`config.mk`:
```
export PLATFORM = sky130hd
export DESIGN_NAME = fifo_wr_arbiter_flat
export DESIGN_NICKNAME = d
export VERILOG_FILES = /design/src/rtl/fifo_wr_arbiter_if.sv /design/src/rtl/fifo_wr_arbiter.sv /design/src/flat_wrapper.sv
export SDC_FILE = /design/constraint.sdc
export NUM_CORES = 1
export LEC_CHECK = 0
export CORE_MARGIN = 5
export CORE_UTILIZATION = 25
export CTS_CLUSTER_SIZE = 14
export DETAILED_ROUTE_END_ITERATION = 6
export PLACE_DENSITY = 0.62
export SETUP_SLACK_MARGIN = 0.3
export SLEW_MARGIN = 20
export SYNTH_ARGS = -nofsm -noshare
export SYNTH_HDL_FRONTEND = slang
export SYNTH_SLANG_ARGS = --single-unit
```
`constraint.sdc`:
```
create_clock -name CLK -period 3.15 [get_ports CLK]
set_clock_uncertainty 0.2 [all_clocks]
set_input_delay 0.63 -clock CLK [delete_from_list [all_inputs] [get_ports CLK]]
set_output_delay 0.63 -clock CLK [all_outputs]
set_load 0.05 [all_outputs]
```
`src/rtl/fifo_wr_arbiter_if.sv`:
```
// Handshake bundle between NREQ write requesters, the arbiter and the
// downstream FIFO write port.
interface fifo_wr_arbiter_if #(
    parameter int NREQ      = 4,
    parameter int DATAWIDTH = 16
);
    localparam int IDW = $clog2(NREQ);

    // Requester side: one valid/last/ready bit and one payload slice each
    logic [NREQ-1:0]           req_valid;
    logic [NREQ-1:0]           req_last;
    logic [NREQ*DATAWIDTH-1:0] req_data;
    logic [NREQ-1:0]           req_ready;

    // FIFO write side
    logic                      fifo_full;
    logic                      fifo_wr_en;
    logic [IDW+DATAWIDTH-1:0]  fifo_din;

    // Status
    logic                      grant_valid;
    logic [IDW-1:0]            grant_id;
    logic [15:0]               stall_cnt;

    // Requesters and FIFO model drive the inputs of the arbiter
    modport master (
        output req_valid,
        output req_last,
        output req_data,
        output fifo_full,
        input  req_ready,
        input  fifo_wr_en,
        input  fifo_din,
        input  grant_valid,
        input  grant_id,
        input  stall_cnt
    );

    // The arbiter itself
    modport slave (
        input  req_valid,
        input  req_last,
        input  req_data,
        input  fifo_full,
        output req_ready,
        output fifo_wr_en,
        output fifo_din,
        output grant_valid,
        output grant_id,
        output stall_cnt
    );
endinterface

```
`src/rtl/fifo_wr_arbiter.sv`:
```
// Round-robin burst arbiter sharing one synchronous FIFO write port among
// NREQ requesters. A grant lasts until the requester's last beat or until
// MAXBURST beats have been written; the FIFO word carries the requester id
// above the payload so the reader can demultiplex.
module fifo_wr_arbiter #(
    parameter int NREQ      = 4,
    parameter int DATAWIDTH = 16,
    parameter int MAXBURST  = 4
) (
    input  logic            CLK,
    input  logic            nRST,
    fifo_wr_arbiter_if.slave bus
);

    localparam int IDW = $clog2(NREQ);
    localparam int CW  = $clog2(MAXBURST) + 1;

    typedef enum logic {
        IDLE  = 1'b0,
        BURST = 1'b1
    } state_t;

    // Registered state
    state_t           state_q,     state_d;
    logic [IDW-1:0]   rr_ptr_q,    rr_ptr_d;
    logic [IDW-1:0]   grant_id_q,  grant_id_d;
    logic [CW-1:0]    beat_cnt_q,  beat_cnt_d;
    logic [15:0]      stall_cnt_q, stall_cnt_d;

    // Unpacked view of the requester payloads
    logic [DATAWIDTH-1:0] req_data_arr [NREQ];

    // Round-robin scan candidates: slot gi holds requester (rr_ptr+gi) mod NREQ
    logic [IDW:0]     cand_sum [NREQ];
    logic [IDW-1:0]   cand_idx [NREQ];
    logic [NREQ-1:0]  cand_hit;

    // Arbitration result
    logic             any_req;
    logic [IDW-1:0]   winner;

    // Signals of the currently granted requester
    logic                 sel_valid;
    logic                 sel_last;
    logic [DATAWIDTH-1:0] sel_data;

    // Combinational outputs
    logic [NREQ-1:0]          req_ready_c;
    logic                     fifo_wr_en_c;
    logic [IDW+DATAWIDTH-1:0] fifo_din_c;
    logic                     grant_valid_c;

    // Burst termination
    logic [CW:0]      beat_cnt_inc;
    logic             burst_end;

    genvar gi;
    generate
        for (gi = 0; gi < NREQ; gi++) begin : g_req
            assign req_data_arr[gi] = bus.req_data[gi*DATAWIDTH +: DATAWIDTH];

            // Modular add without a divider so non-power-of-two NREQ wraps to 0
            assign cand_sum[gi] = {1'b0, rr_ptr_q} + (IDW+1)'(gi);
            assign cand_idx[gi] = (cand_sum[gi] >= (IDW+1)'(NREQ))
                                ? IDW'(cand_sum[gi] - (IDW+1)'(NREQ))
                                : IDW'(cand_sum[gi]);
            assign cand_hit[gi] = bus.req_valid[cand_idx[gi]];
        end
    endgenerate

    assign any_req = |cand_hit;

    // Pick the first valid requester in scan order starting at rr_ptr
    always_comb begin
        logic found;
        winner = '0;
        found  = 1'b0;
        for (int i = 0; i < NREQ; i++) begin
            if (!found && cand_hit[i]) begin
                winner = cand_idx[i];
                found  = 1'b1;
            end
        end
    end

    assign sel_valid = bus.req_valid[grant_id_q];
    assign sel_last  = bus.req_last[grant_id_q];
    assign sel_data  = req_data_arr[grant_id_q];

    // State register: all flops of the block, cleared asynchronously
    always_ff @(posedge CLK or negedge nRST) begin
        if (!nRST) begin
            state_q     <= IDLE;
            rr_ptr_q    <= '0;
            grant_id_q  <= '0;
            beat_cnt_q  <= '0;
            stall_cnt_q <= '0;
        end else begin
            state_q     <= state_d;
            rr_ptr_q    <= rr_ptr_d;
            grant_id_q  <= grant_id_d;
            beat_cnt_q  <= beat_cnt_d;
            stall_cnt_q <= stall_cnt_d;
        end
    end

    // Output decode: only the granted requester sees ready, and only while
    // the FIFO has room; nothing moves during the arbitration cycle
    always_comb begin
        req_ready_c   = '0;
        fifo_wr_en_c  = 1'b0;
        fifo_din_c    = '0;
        grant_valid_c = 1'b0;
        if (state_q == BURST) begin
            grant_valid_c           = 1'b1;
            req_ready_c[grant_id_q] = !bus.fifo_full;
            fifo_wr_en_c            = sel_valid & !bus.fifo_full;
            fifo_din_c              = {grant_id_q, sel_data};
        end
    end

    assign beat_cnt_inc = {1'b0, beat_cnt_q} + (CW+1)'(1);
    assign burst_end    = fifo_wr_en_c
                        & (sel_last | (beat_cnt_inc == (CW+1)'(MAXBURST)));

    // Next-state logic: grant in IDLE, count beats and close the burst in BURST
    always_comb begin
        state_d     = state_q;
        rr_ptr_d    = rr_ptr_q;
        grant_id_d  = grant_id_q;
        beat_cnt_d  = beat_cnt_q;
        stall_cnt_d = stall_cnt_q;

        case (state_q)
            IDLE: begin
                if (any_req) begin
                    grant_id_d = winner;
                    beat_cnt_d = '0;
                    state_d    = BURST;
                end
            end
            BURST: begin
                // A bubble (granted requester not valid) simply holds everything
                if (fifo_wr_en_c) begin
                    beat_cnt_d = beat_cnt_inc[CW-1:0];
                end
                if (burst_end) begin
                    state_d  = IDLE;
                    rr_ptr_d = (grant_id_q == IDW'(NREQ - 1))
                             ? '0 : grant_id_q + IDW'(1);
                end
            end
            default: begin
                state_d = IDLE;
            end
        endcase

        // Stalls count only cycles where a real beat is held back by the FIFO
        if ((state_q == BURST) && sel_valid && bus.fifo_full
            && (stall_cnt_q != 16'hFFFF)) begin
            stall_cnt_d = stall_cnt_q + 16'd1;
        end
    end

    assign bus.req_ready   = req_ready_c;
    assign bus.fifo_wr_en  = fifo_wr_en_c;
    assign bus.fifo_din    = fifo_din_c;
    assign bus.grant_valid = grant_valid_c;
    assign bus.grant_id    = grant_id_q;
    assign bus.stall_cnt   = stall_cnt_q;

endmodule
```
`src/flat_wrapper.sv`:
```
// flat-port wrapper written by rule: the top's interface ports become plain ports
module fifo_wr_arbiter_flat 
#(
    parameter int NREQ      = 4,
    parameter int DATAWIDTH = 16,
    parameter int MAXBURST  = 4
)
  (CLK, nRST, bus_req_valid, bus_req_last, bus_req_data, bus_fifo_full, bus_req_ready, bus_fifo_wr_en, bus_fifo_din, bus_grant_valid, bus_grant_id, bus_stall_cnt);
  fifo_wr_arbiter_if #(.NREQ(NREQ), .DATAWIDTH(DATAWIDTH)) bus_i ();
  input  logic CLK;
  input  logic nRST;
  input wire logic [$bits(bus_i.req_valid)-1:0] bus_req_valid;
  input wire logic [$bits(bus_i.req_last)-1:0] bus_req_last;
  input wire logic [$bits(bus_i.req_data)-1:0] bus_req_data;
  input wire logic [$bits(bus_i.fifo_full)-1:0] bus_fifo_full;
  output wire logic [$bits(bus_i.req_ready)-1:0] bus_req_ready;
  output wire logic [$bits(bus_i.fifo_wr_en)-1:0] bus_fifo_wr_en;
  output wire logic [$bits(bus_i.fifo_din)-1:0] bus_fifo_din;
  output wire logic [$bits(bus_i.grant_valid)-1:0] bus_grant_valid;
  output wire logic [$bits(bus_i.grant_id)-1:0] bus_grant_id;
  output wire logic [$bits(bus_i.stall_cnt)-1:0] bus_stall_cnt;
  assign bus_i.req_valid = bus_req_valid;
  assign bus_i.req_last = bus_req_last;
  assign bus_i.req_data = bus_req_data;
  assign bus_i.fifo_full = bus_fifo_full;
  assign bus_req_ready = bus_i.req_ready;
  assign bus_fifo_wr_en = bus_i.fifo_wr_en;
  assign bus_fifo_din = bus_i.fifo_din;
  assign bus_grant_valid = bus_i.grant_valid;
  assign bus_grant_id = bus_i.grant_id;
  assign bus_stall_cnt = bus_i.stall_cnt;
  fifo_wr_arbiter #(.NREQ(NREQ), .DATAWIDTH(DATAWIDTH), .MAXBURST(MAXBURST)) u_core (.CLK(CLK), .nRST(nRST), .bus(bus_i));
endmodule
```
-- Word level (Yosys, flattened, before mapping)
Cells that the tools add are included.
- flip-flop bits (word level): 24
- input port bits: 75
- output and inout bits: 42
- logic and storage cells: 91
- $add $sub $neg: 10
- $lt $le $gt $ge: 11
- eq/ne operators: 5
- mux-type cells: 39
- bitwise logic cells: 6
- reductions and logical operators: 15
- operators by type and width (cell ; count):
    $bmux 16 s2 ; 1
    $mux 16 ; 2
    $mux 18 ; 1
    $mux 2 ; 9
    $add 16x1->16 const B ; 1
    $ne 16x16->1 const B ; 1
    $lt 2x3->1 const B ; 5
    $mux 1 ; 14
    $bmux 1 s2 ; 6
    $ge 3x3->1 const B ; 4
    $sub 2x1->2 const B ; 4
    $logic_and 1x1->1 ; 7
    $add 2x2->3 const B ; 2
    $mux 3 ; 2
    $pmux 3 s2 ; 1
    $reduce_and 2->1 ; 3
    $add 3x1->4 const B ; 1
    $and 4x4->4 ; 1
    $eq 4x3->1 const B ; 1
    $logic_not 1->1 ; 4
    $mux 4 ; 1
    $reduce_or 4->1 ; 1
    $add 2x1->3 const B ; 1
    $ge 2x3->1 const B ; 1
    other kinds (11) ; 12

-- Depth between registers and ports, before layout
Gate-level depths: netlist of run 1.
- depth in word-level cells: 14
- depth in mapped cells: 7
- mapped depth without buffers: 6

-- Least setup slack after synthesis of run 1
No wires, ideal clock.
- path kind: register to output
- start point: register u_core.grant_id_q[0] (netlist: u_core.bus.grant_id[0])
- end point: output port bus_fifo_din[10]
- data arrival time: 2246 ps
- data required time: 2320 ps
- slack: 74 ps
- cell stages (with the launch flop): 5
- buffers on the path: 2
- cell sequence: dfrtp_1 buf_2 buf_2 mux4_2 and2_1
- cells in the longest elaborated chain, start to end: 5
- RTL lines (item ; line ; RTL):
    start: declaration ; fifo_wr_arbiter.sv:26 ; logic [IDW-1:0] grant_id_q, grant_id_d;
    start signal: assignment ; fifo_wr_arbiter.sv:101 ; grant_id_q <= grant_id_d;
    $not 2->3 (not written as such) ; fifo_wr_arbiter.sv:88 ; assign sel_data = req_data_arr[grant_id_q];
    $bmux 16 s2 ; fifo_wr_arbiter.sv:88 ;
    $mux 16 (not written as such) (2 in a row) ; fifo_wr_arbiter.sv:88 ;
    $mux 18 ; fifo_wr_arbiter.sv:114 ; if (state_q == BURST) begin
    end: declaration ; flat_wrapper.sv:18 ; output wire logic [$bits(bus_i.fifo_din)-1:0] bus_fifo_din;
No other way between the ends. The select of a mux whose other input is x is not followed.

-- Worst setup path after layout of run 1
- start point: input port bus_req_data[51]
- end point: output port bus_fifo_din[3]
- cells in the longest elaborated chain, start to end: 4
- RTL lines (item ; line ; RTL):
    start: declaration ; flat_wrapper.sv:14 ; input wire logic [$bits(bus_i.req_data)-1:0] bus_req_data;
    $bmux 16 s2 ; fifo_wr_arbiter.sv:88 ;
    $mux 16 (not written as such) (2 in a row) ; fifo_wr_arbiter.sv:88 ;
    $mux 18 ; fifo_wr_arbiter.sv:114 ;
No other way between the ends. The select of a mux whose other input is x is not followed.

==> results.sh, run 1 <==
export IMPL_place_ws_ns=0.279
export IMPL_yosysWarnings=0
export IMPL_netlist_area_sq_um=1800
export IMPL_grt_remaining_overflow=0
export IMPL_syn2layout_area_growth_pct=76.4
export IMPL_slew_viol_final=0
export IMPL_antennaDiodeCount=0
export IMPL_synth_ff_latch_count=24
export IMPL_numPortBuffers=116
export IMPL_core_area_sq_um=7140
export IMPL_finalCritPeriodShare_pct=85.1
export IMPL_htreeDepth=1
export IMPL_synth_xor_area_share_pct=7.30
export IMPL_muxShareOfSynthArea_pct=25.5
export IMPL_rsz0062_at_grt="false"
export IMPL_nets=365
export IMPL_max_freq_ghz=0.373
export IMPL_gp_congestion=0.798
export IMPL_root_buffer="clkbuf_8"
export IMPL_grt_start_max_net_pins=25
export IMPL_clock_sinks=24
export IMPL_yosysTopAreaCell="dfrtp_1"
export IMPL_wl_met3_um=376
export IMPL_tightest_slew_ns=0.515
export IMPL_wl_met1_um=2460
export IMPL_synthAdderAreaFrac_pct=4.86
export IMPL_synth_compound_area_share_pct=6.12
export IMPL_finalHoldViolations=0
export IMPL_highest_layer="met3"
export IMPL_setup_tns_final_ns=0
export IMPL_antenna_found_initial=0
export IMPL_dp_cells=376
export IMPL_fin_cells=381
export IMPL_setup_viol=0
export IMPL_crit_chain="clkdlybuf4s50_1 -> mux4_2 -> and2_1 -> buf_4"
export IMPL_synth_top_family_by_area="multiplexers"
export IMPL_relSlewSlack_pct=65.6
export IMPL_hold_buffers=0
export IMPL_ios=117
export IMPL_p_leak_uw=0.00131
export IMPL_mostFrequentLayoutCells="clkdlybuf4s50_1, buf_4, dfrtp_1, and2_1, mux4_2"
export IMPL_rows=31
export IMPL_dr_wl_met2_um=3020
export IMPL_start_util_pct=25.2
export IMPL_grt_pass1_wl_um=9030
export IMPL_ir_drop_uv=223
export IMPL_critPathKind="primary input to primary output"
export IMPL_ys_seq_area_share_pct=33.4
export IMPL_dr_pass1_iters=4
export IMPL_nFillCells=692
export IMPL_worst_slack_ns=0.470
export IMPL_cts_tree="yes"
export IMPL_fp_dieArea_sq_um=9000
export IMPL_yosys_top_cells_area="dfrtp_1, mux4_2, and2_1, xnor2_1, ha_1"
export IMPL_drv_cap=0
export IMPL_drt_iter0_drc=30
export IMPL_ant_nets=0
export IMPL_avgSynthCellArea_sq_um=11.3
export IMPL_status="complete, no violations"
export IMPL_cts_buffers=3
export IMPL_startpoint_type="primary input"
export IMPL_clock_latency_ns=0.26
export IMPL_worstHoldPathType="register to register"
export IMPL_end_kind="primary output"
export IMPL_fin_crit_ns=2.68
export IMPL_worstPathRequired_ns=2.32
export IMPL_synth_distinct_cells=29
export IMPL_grt_pass1_vias=1703
export IMPL_clock_path_buffers=2
export IMPL_vias=1732
export IMPL_wl_per_cell_um=15.4
export IMPL_synth_nets=242
export IMPL_wl_um=5860
export IMPL_synthCells=160
export IMPL_grt_usage_pct=12.8
export IMPL_synth_simple_area_share_pct=19.7
export IMPL_arrival_ns=1.85
export IMPL_clkTransAtPathRegs_ns=0.08
export IMPL_ff_latch_area_sq_um=602
export IMPL_slowest_stage="mux4_2"
export IMPL_timing_hold_ws_ns=0.294
export IMPL_die_h_um=94.9
export IMPL_avgViaCountPerCell=4.55
export IMPL_dp_hpwl_um=4840
export IMPL_multi_input_area_sq_um=1150
export IMPL_synth_top_area_share_pct=33.4
export IMPL_layout_drive_gt1_share_pct=20.9
export IMPL_final_common_cell="clkdlybuf4s50_1"
export IMPL_drc_errors=0
export IMPL_die_x_um=94.9
export IMPL_slowest_delay_ns=0.46
export IMPL_worstPathMaxFanout=1
export IMPL_powerDensity_nw_per_um2=814
[power breakdown]
part	internal, uW	switching, uW
Combinational	780	1120
Sequential	389	108
Clock	90.3	96.8
Total	1260	1320
[repair_timing]
item                       in CTS  in global routing
buffers inserted                1                  0
resized for setup               1                  4
pin swaps                       0                  0
setup endpoints to repair       1                 17
[metrics by stage]
step	power (uW)	area, sq um	utilization, %
3_3_place_gp	2400	3110	43.6
4_1_cts	2610	3160	44.3
6_report	2580	3180	44.5
2_1_floorplan	1770	1810	-
5_1_grt	2740	3180	44.5
3_5_place_dp	2410	3110	43.6
[logic make-up (layout without fill, tap and decap cells)]
group,count (synthesis),after routing
flops,24,24
mux,23,23
buf+inv,12,134
xor+xnor,15,15
simple gates,64,64
compound gates,15,15
fa+ha+maj,7,7
[synth_stat cells, drive strengths merged]
library cell / n
a21oi: 5
a31oi: 1
a41oi: 1
and2: 21
and3: 5
and4: 2
buf: 5
clkbuf: 1
dfrtp: 24
ha: 7
inv: 6
mux2: 3
mux2i: 2
mux4: 18
nand2: 12
nand2b: 2
nand3: 8
nand4: 5
nor2: 6
nor2b: 3
o21a: 1
o21ai: 4
o22ai: 1
o41ai: 2
xnor2: 14
xor2: 1
[flip-flops by register name, summed over array words and instances, names as in the netlist]
register              count
u_core.state_q            1
u_core.beat_cnt_q         3
u_core.rr_ptr_q           2
u_core.bus.grant_id       2
u_core.bus.stall_cnt     16
[area by class of cell]
| type | instances | share of cell area (%) |
|---|---|---|
| Clock buffer | 4 | 1.42 |
| Inverter | 6 | 0.709 |
| Multi-Input combinational cell | 124 | 36.1 |
| Sequential cell | 24 | 19.0 |
| Tap cell | 99 | 3.90 |
| Timing Repair Buffer | 124 | 38.9 |
[routing by layer]
| layer | track usage [%] | vias to the layer above |
|---|---|---|
| li1 | - | 827 |
| met1 | 16.2 | 847 |
| met2 | 23.2 | 58 |
| met3 | 2.39 | 0 |
| met4 | 1.56 | 0 |
| met5 | 0 | - |
[path summary, 6_finish.rpt]
check / endpoint / cells after the start / slack, ns / from
min in group asynchronous: u_core.bus.stall_cnt[13] / 2 / 0.52 / nRST
hold reg to reg: u_core.bus.stall_cnt[13] / 1 / 0.29 / u_core.bus.stall_cnt[13]
hold / removal: u_core.bus.stall_cnt[13] / 1 / 0.29 / u_core.bus.stall_cnt[13]
setup reg to reg: u_core.bus.stall_cnt[1] / 6 / 0.77 / u_core.bus.grant_id[1]
max in group asynchronous: u_core.bus.grant_id[0] / 2 / 1.96 / nRST
setup / recovery: bus_fifo_din[3] / 4 / 0.47 / bus_req_data[51]
[critical path: cells and delay by family]
kind                   cells  cell delay (ns)
buffers and inverters      2             0.59
AND/OR/NAND/NOR            1             0.17
multiplexers               1             0.46
Power figures use the tool's default switching activity.
==> run 2: changes to the inputs <==
--- a/config.mk
+++ b/config.mk
@@ -5,13 +5,13 @@
 export SDC_FILE = /design/constraint.sdc
 export NUM_CORES = 1
 export LEC_CHECK = 0
+export ABC_CLOCK_PERIOD_IN_PS = 3150
 export CORE_MARGIN = 5
 export CORE_UTILIZATION = 25
 export CTS_CLUSTER_SIZE = 14
 export DETAILED_ROUTE_END_ITERATION = 6
 export PLACE_DENSITY = 0.62
 export SETUP_SLACK_MARGIN = 0.3
-export SLEW_MARGIN = 20
 export SYNTH_ARGS = -nofsm -noshare
 export SYNTH_HDL_FRONTEND = slang
 export SYNTH_SLANG_ARGS = --single-unit
==> results of run 2 <==
The final DEF is identical to that of run 1; final timing and power are the same.
==> RTL change, RTL diff (flow settings as in run 2) <==
`MAXBURST` is set to 4 in 2 places; all go to 8.
--- a/src/rtl/fifo_wr_arbiter.sv
+++ b/src/rtl/fifo_wr_arbiter.sv
@@ -6,5 +6,5 @@
     parameter int NREQ      = 4,
     parameter int DATAWIDTH = 16,
-    parameter int MAXBURST  = 4
+    parameter int MAXBURST  = 8
 ) (
     input  logic            CLK,
--- a/src/flat_wrapper.sv
+++ b/src/flat_wrapper.sv
@@ -4,5 +4,5 @@
     parameter int NREQ      = 4,
     parameter int DATAWIDTH = 16,
-    parameter int MAXBURST  = 4
+    parameter int MAXBURST  = 8
 )
   (CLK, nRST, bus_req_valid, bus_req_last, bus_req_data, bus_fifo_full, bus_req_ready, bus_fifo_wr_en, bus_fifo_din, bus_grant_valid, bus_grant_id, bus_stall_cnt);
Check against the original RTL: not equivalent (a bounded check fails within 10 cycles, from zero or initial values and one cycle with nRST low).
==> RTL change against run 2 <==
- power down 2.8%
- via count up 5.6%
- combinational power down 6%
- worst setup slack worse by 0.033 ns
- sequential cell count up 1
- area after synthesis up 5.6%
- global-route usage up 0.61 points
- routed wire length up 10%
- final area up 2.2%
- first-iteration DRC count up 27%
==> RTL change: results <==
metrics = {
    "status": {
        "outcome": "finished clean",
    },
    "logic_synthesis": {
        "synthesis.nets": 256,
        "yosys-mux-area-fraction_pct": 25.28,
        "synth_compound_area_share_pct": 6.781,
        "yosys-top-cells-area": "sky130_fd_sc_hd__dfrtp_1 33%, sky130_fd_sc_hd__mux4_2 20%, sky130_fd_sc_hd__and2_1 7.2%, sky130_fd_sc_hd__xnor2_1 4.6%, sky130_fd_sc_hd__ha_1 3.9%",
        "synth_sequential_area_ratio_pct": 32.92,
        "fraction_of_synthesized_cell_area_in_xor_and_xnor_cells_pct": 5.991,
        "synth-adder-area-share_pct": 3.950,
        "netlist-cell-type-count": 39,
        "synthesis.area_per_instance_um2": 10.86,
    },
    "power": {
        "net-switching-power_uw": 1297,
        "power.sequential.fraction_pct": 21.7,
        "clock_power_share_pct": 7.5,
        "vdd.ir_drop.worst_uv": 427.6,
        "seq_cell_power_uw": 546,
    },
    "sta": {
        "max_slew.worst_pin.slew_ns": 0.7731,
    },
    "cells_and_area": {
        "final_cell_count_no_fill": 390,
        "seq_area_share_pct": 19.39,
        "inv_count": 5,
        "layout.nets": 373,
        "multi_input_logic_portion_of_the_cell_area_pct": 37.66,
        "proportion_of_layout_cells_with_a_drive_suffix_above_1_pct": 20.62,
        "seq_cells": 25,
        "nNonClkBuffers": 120,
        "buf_share_pct": 37.16,
        "multiInputCombCellCount": 137,
        "fillerInstances": 686,
        "final-clk-cell-share_pct": 1.388,
    },
    "critical_path": {
        "slowest_stage": "sky130_fd_sc_hd__dfrtp_4",
        "worst-path-max-fanout": 25,
        "max_incr_delay_on_cp_ns": 0.70,
        "arrival_ns": 1.88,
        "critPathTopFamily": "flip-flops",
    },
    "grt": {
        "first_global_vias": 1854,
        "maximum_number_of_pins_on_one_net_before_global_route_repair": 26,
        "grt_first_pass_wirelength_um": 10380,
    },
    "drt": {
        "drtIter0Drc": 38,
        "routed-via-count": 1829,
    },
    "floorplanning": {
        "die-area_um2": 9446,
    },
    "placement": {
        "place.detailed.instances": 386,
        "total_cell_area_at_the_placement_stage_um2": 3186,
        "hpwl_um": 5163,
        "pre_cts_ws_ns": 0.3153,
    },
    "cts": {
        "post-cts-setup-buffers": 0,
    },
}
[RTL change: worst paths after layout]
check,endpoint,startpoint,cells past startpoint,slack (ns)
worst min register to register,u_core.beat_cnt_q[3],u_core.beat_cnt_q[3],1,0.29
worst max register to register,u_core.rr_ptr_q[1],u_core.bus.grant_id[0],4,0.91
worst min-delay path,u_core.beat_cnt_q[3],u_core.beat_cnt_q[3],1,0.29
worst max-delay path,bus_fifo_din[0],u_core.bus.grant_id[0],3,0.44
min in group asynchronous,u_core.bus.stall_cnt[3],nRST,2,0.52
max in group asynchronous,u_core.bus.grant_id[0],nRST,2,1.95
[RTL change: repair_timing]
action                                  in CTS  in global routing
gates cloned                                 0                  0
gates resized for setup                      1                  5
endpoints found under the setup margin      17                  1
hold endpoints to repair                     0                  0
[RTL change: routing by layer]
layer	track usage [%]	vias to the layer above	wire length, um	share of wire [%]
li1	-	871	-	-
met1	17.61	860	2942	46
met2	22.03	91	2935	45
met3	3.948	7	530	8.2
met4	2.484	0	53	0.82
met5	0	-	0	0
